<file path="src/rtl/sum4_pkg.sv">
// Shared types, default widths and the round-robin owner search for the
// sum4 scheduler.
package sum4_pkg;

    typedef enum logic {
        IDLE = 1'b0,
        OWN  = 1'b1
    } state_t;

    localparam int unsigned DEF_DW  = 14;
    localparam int unsigned DEF_OW  = 17;
    localparam int unsigned DEF_IDW = 2;
    localparam int unsigned MAX_REQ = 4;

    // First asserted requester at or above ptr, wrapping modulo nreq.
    function automatic logic [1:0] rr_pick(input logic [MAX_REQ-1:0] valid,
                                           input logic [1:0]         ptr,
                                           input int unsigned        nreq);
        logic [1:0] pick;
        logic [1:0] cand;
        logic       found;
        pick  = '0;
        found = 1'b0;
        for (int unsigned i = 0; i < MAX_REQ; i++) begin
            cand = 2'((32'(ptr) + i) % nreq);
            if (!found && (i < nreq) && valid[cand]) begin
                pick  = cand;
                found = 1'b1;
            end
        end
        return pick;
    endfunction

endpackage

</file>
<file path="src/rtl/sum4_pipe.sv">
// Two-stage 4-operand adder carrying valid/ID/last alongside the data.
// Data fields only load with a valid beat so results hold between strobes.
module sum4_pipe
    import sum4_pkg::*;
#(
    parameter int unsigned DW  = DEF_DW,
    parameter int unsigned OW  = DEF_OW,
    parameter int unsigned IDW = DEF_IDW
) (
    input  logic            clk,
    input  logic            rst,
    input  logic            in_valid,
    input  logic [IDW-1:0]  in_id,
    input  logic            in_last,
    input  logic [4*DW-1:0] in_ops,
    output logic            out_valid,
    output logic [IDW-1:0]  out_id,
    output logic            out_last,
    output logic [OW-1:0]   out_sum,
    output logic            busy
);

    logic           v1_q;
    logic [IDW-1:0] id1_q;
    logic           last1_q;
    logic [DW:0]    p0_q;
    logic [DW:0]    p1_q;

    logic           v2_q;
    logic [IDW-1:0] id2_q;
    logic           last2_q;
    logic [OW-1:0]  sum_q;

    always_ff @(posedge clk or posedge rst) begin
        if (rst) begin
            v1_q    <= 1'b0;
            id1_q   <= '0;
            last1_q <= 1'b0;
            p0_q    <= '0;
            p1_q    <= '0;
        end else begin
            v1_q <= in_valid;
            if (in_valid) begin
                id1_q   <= in_id;
                last1_q <= in_last;
                p0_q    <= (DW+1)'(in_ops[0*DW +: DW]) + (DW+1)'(in_ops[1*DW +: DW]);
                p1_q    <= (DW+1)'(in_ops[2*DW +: DW]) + (DW+1)'(in_ops[3*DW +: DW]);
            end
        end
    end

    always_ff @(posedge clk or posedge rst) begin
        if (rst) begin
            v2_q    <= 1'b0;
            id2_q   <= '0;
            last2_q <= 1'b0;
            sum_q   <= '0;
        end else begin
            v2_q <= v1_q;
            if (v1_q) begin
                id2_q   <= id1_q;
                last2_q <= last1_q;
                sum_q   <= OW'((DW+2)'(p0_q) + (DW+2)'(p1_q));
            end
        end
    end

    assign out_valid = v2_q;
    assign out_id    = id2_q;
    assign out_last  = last2_q;
    assign out_sum   = sum_q;
    assign busy      = v1_q | v2_q;

endmodule

</file>
<file path="src/rtl/sum4_sched.sv">
// Round-robin burst scheduler in front of a shared 2-stage 4-operand adder;
// one requester owns the adder for a whole burst.
module sum4_sched
    import sum4_pkg::*;
#(
    parameter int unsigned NREQ = 2,
    parameter int unsigned DW   = DEF_DW,
    parameter int unsigned OW   = DEF_OW,
    parameter int unsigned IDW  = DEF_IDW
) (
    input  logic                 clk,
    input  logic                 rst,
    input  logic [NREQ-1:0]      req_valid,
    input  logic [NREQ-1:0]      req_last,
    input  logic [NREQ*4*DW-1:0] req_data,
    output logic [NREQ-1:0]      req_ready,
    output logic                 res_valid,
    output logic [IDW-1:0]       res_id,
    output logic                 res_last,
    output logic [OW-1:0]        res_sum,
    output logic                 busy
);

    state_t             state_q, state_d;
    logic [IDW-1:0]     owner_q, owner_d;
    logic [IDW-1:0]     rr_ptr_q, rr_ptr_d;
    logic               own_valid;
    logic               own_last;
    logic [4*DW-1:0]    own_ops;
    logic               accept;
    logic               pipe_busy;
    logic [MAX_REQ-1:0] valid_ext;

    assign valid_ext = MAX_REQ'(req_valid);

    always_ff @(posedge clk or posedge rst) begin
        if (rst) begin
            state_q  <= IDLE;
            owner_q  <= '0;
            rr_ptr_q <= '0;
        end else begin
            state_q  <= state_d;
            owner_q  <= owner_d;
            rr_ptr_q <= rr_ptr_d;
        end
    end

    always_comb begin
        own_valid = 1'b0;
        own_last  = 1'b0;
        own_ops   = '0;
        for (int unsigned r = 0; r < NREQ; r++) begin
            if (owner_q == IDW'(r)) begin
                own_valid = req_valid[r];
                own_last  = req_last[r];
                own_ops   = req_data[r*4*DW +: 4*DW];
            end
        end
    end

    always_comb begin
        state_d   = state_q;
        owner_d   = owner_q;
        rr_ptr_d  = rr_ptr_q;
        req_ready = '0;
        accept    = 1'b0;
        case (state_q)
            IDLE: begin
                if (|req_valid) begin
                    owner_d = IDW'(rr_pick(valid_ext, 2'(rr_ptr_q), NREQ));
                    state_d = OWN;
                end
            end
            OWN: begin
                for (int unsigned r = 0; r < NREQ; r++) begin
                    req_ready[r] = (owner_q == IDW'(r));
                end
                accept = own_valid;
                // The pointer moves past the owner only when its burst closes.
                if (own_valid && own_last) begin
                    state_d  = IDLE;
                    rr_ptr_d = (owner_q == IDW'(NREQ-1)) ? '0 : owner_q + IDW'(1);
                end
            end
            default: state_d = IDLE;
        endcase
    end

    sum4_pipe #(
        .DW (DW),
        .OW (OW),
        .IDW(IDW)
    ) u_pipe (
        .clk      (clk),
        .rst      (rst),
        .in_valid (accept),
        .in_id    (owner_q),
        .in_last  (own_last),
        .in_ops   (own_ops),
        .out_valid(res_valid),
        .out_id   (res_id),
        .out_last (res_last),
        .out_sum  (res_sum),
        .busy     (pipe_busy)
    );

    assign busy = (state_q == OWN) | pipe_busy;

endmodule
</file>
<file path="config.mk">
export PLATFORM = sky130hd
export DESIGN_NAME = sum4_sched
export DESIGN_NICKNAME = d
export VERILOG_FILES = /design/src/rtl/sum4_pkg.sv /design/src/rtl/sum4_pipe.sv /design/src/rtl/sum4_sched.sv
export SDC_FILE = /design/constraint.sdc
export NUM_CORES = 1
export LEC_CHECK = 0
export BUFFER_PORTS_ARGS = -buffer_cell sky130_fd_sc_hd__buf_2
export CELL_PAD_IN_SITES_DETAIL_PLACEMENT = 1
export CELL_PAD_IN_SITES_GLOBAL_PLACEMENT = 2
export CORE_MARGIN = 2
export CORE_UTILIZATION = 30
export CTS_CLUSTER_DIAMETER = 120
export DETAILED_ROUTE_END_ITERATION = 6
export PLACE_DENSITY = 0.88
export SLEW_MARGIN = 5
export SYNTH_ARGS = -nofsm -noshare
export SYNTH_HDL_FRONTEND = slang
export SYNTH_SLANG_ARGS = --single-unit
</file>
<file path="constraint.sdc">
create_clock -name clk -period 8.4 [get_ports clk]
set_input_delay 0.42 -clock clk [delete_from_list [all_inputs] [get_ports clk]]
set_output_delay 0.42 -clock clk [all_outputs]
set_load 0.1 [all_outputs]
</file>
==> results.md <==
* First-pass GRT wire length at around 26 mm
* Grt total ovfl at 0
* Crit. End Element: register
* Yosys warnings at 0
* Root buffer cell: clkbuf_16
* Final hold slack at around 0.32 ns
* Routed WL at 15.5 mm
* Crit Path Max Fanout at 34
* Largest net degree at the start of global routing at 70
* Final setup vio count at 0
* Commonest non-fill, non-tap cells in the layout: buf_2, nand2_1, mux2_2
* Rows at 47
* Mean post-synth cell area at 8.73 µm²
* Placer Congestion at between 0.8 and 0.9
* Core Region at 16600 µm²
* Max_slew headroom at between 50% and 60%
* Max VDD drop at roughly 0.00013 V
* H-tree levels at 2
* DRT iter0 DRCs at approximately 170
* LEAKAGE at 2.83 nW
* Design Power at slightly below 0.003 W
* Starting Density at 30.8%
* Count of pins over their slew limit at 0
* # DRC at 0
* Area grow syn2layout at 19.6%
* Max-cap viol count at 0
* IO Port Bufs at between 100 and 150
* Cts hold-fix bufs at 0
* Via count at between 4k and 5k
* TNS Setup at 0 ns
* Clock buffer count from CTS at 5
* Latest clock arrival within the worst-skew pair at just under 0.3 ns
* Fmax at roughly 280 MHz
* Power Dens Cells at between 400 and 500 nW/µm²
* Worst EP required at 8.58 ns
* Die Y at ~130 µm
* DP HPWL at 12.3 mm
* Crit path kind: reg2reg
* Min Clock Period, post-route at 3.54 ns
* Seq/Total Area, Yosys at between 20% and 30%
* Fin crit share at between 40% and 50%
* Post-Synthesis Cell Area at between 5000 and 6000 µm²
* Final Hold Violating Endpoints at 0
* Distinct cell type count after synthesis at 67
* Post_cts resized at 0
* Wire per inst at between 15 and 20 µm
* Hold Crit Class: in2async
* IO Pins at between 100 and 150
* Post-Syn Instances at ~590
* Die X at roughly 130 µm
* Vias per cell at about 5.4
* Commonest non-fill, non-tap cell in the layout: buf_2
* Die area at ~18000 µm²
* Deepest clock path buffer count at 2
* Unrepaired setup endpoints after global routing: false
* Nets@finish at just under 900
* Sequential cell area at roughly 1400 µm²
* CTS tree: built
* Status: finished, final reports clean
* Yosys reg bits at between 50 and 60
* GRT Util Overall at approximately 17%
* Multi-input gate area at 3520 µm²
* Startpoint types: register
* Arr. time, crit path at around 3.7 ns
* Layout cells sized above 1 at between 30% and 40%
* Ant diodes at 0
* Initial antenna violation count at 0
* Synth async-reset ratio at 100%
* Number of routed nets with antenna violations at 0
* Clock transition at path regs at approximately 0.070 ns
* Worst Skew at approximately 0.0075 ns
* Dominant synthesized flop cell: dfrtp_1
* Filler cells at about 2.0k
* Post-synth EDFFs at 0
* Post-CTS setup buffer count at 0
* Vias in the first global route at 5283
* CTS Sinks at 55
* Drt pass-1 iters at 4
* Worst-Margin Slew at around 0.72 ns
final timing paths:
path | startpoint | cells after the start | to | slack [ns]
min in group clk | req_valid[0] | 2 | owner_q[0] | 0.39
max in group asynchronous | rst | 3 | owner_q[0] | 7.57
min reg2reg | u_pipe.last1_q | 2 | u_pipe.last1_q | 0.48
min | rst | 3 | u_pipe.out_sum[7] | 0.32
max reg2reg | owner_q[0] | 9 | u_pipe.p0_q[13] | 4.86
max | owner_q[0] | 9 | u_pipe.p0_q[13] | 4.86
state kept, by name (all words and copies together) (netlist names):
signal	count
u_pipe.p1_q	15
u_pipe.v1_q	1
u_pipe.out_sum	16
owner_q	1
rr_ptr_q	1
u_pipe.out_id	1
u_pipe.id1_q	1
u_pipe.p0_q	15
u_pipe.out_last	1
u_pipe.last1_q	1
state_q	1
u_pipe.out_valid	1
through the flow:
| stage | cell area, µm² | instances | utilization [%] | setup slack (ns) |
|---|---|---|---|---|
| after floorplan | 5130 | 588 | - | 5.68 |
| after global placement | 5970 | 918 | 35.9 | 5.10 |
| after detailed placement | 5970 | 918 | 35.9 | 4.90 |
| after CTS | 6130 | 926 | 36.8 | 4.87 |
| after global routing | 6130 | 926 | 36.8 | 4.62 |
| final | 6130 | 926 | 36.8 | 4.86 |
synth_stat cells (11+ instances only):
library cell	number	area, µm²
nand2_1	64	240
mux2_2	59	664
dfrtp_1	55	1380
ha_1	43	538
a21oi_1	40	200
o21ai_0	28	140
nor2_1	27	101
nand3_1	26	130
inv_1	21	78.8
nor3_1	19	95.1
clkbuf_1	17	63.8
o21a_1	16	120
a21o_1	11	82.6
buf_2	11	55.1
layer usage:
metal	up-vias	global-route usage, %	wire [µm]
li1	2422	-	-
met1	2425	21.3	6970
met2	114	31.7	7940
met3	8	2.29	524
met4	0	3.98	91
met5	-	0	0
critical path: stages (launching register included):
cell and delay, ns:
dfrtp_2 0.80, buf_4 0.50, mux2i_1 0.35, inv_1 0.08, ha_1 0.32, a211oi_1 0.40
o21bai_1 0.16, a21oi_1 0.34, nor3_1 0.10, or3_1 0.35
final cells by class:
cell class	instances	area share, %
clock buffer	8	2.55
inverter	21	1.29
multi-input combinational	480	57.5
sequential	55	22.5
tap	220	4.49
timing repair buffer	142	11.7
kinds of logic after synthesis:
group,share of synthesized area [%]
muxes,14.4
and+or+nand+nor,17.5
adders and majority gates,11.7
DFF,26.9
xor gates and xnor gates,1.71
other,0.0732
AOI/OAI and AO/OA,23.3
buffers and inverters,4.52
report_power, final:
part	internal, W	switching, W	leakage [nW]
Clock	0.000127	0.0000961	0.0772
Combinational	0.000755	0.00138	2.10
Sequential	0.000406	0.000130	0.654
No activity file was read; power rests on OpenSTA's default activity.
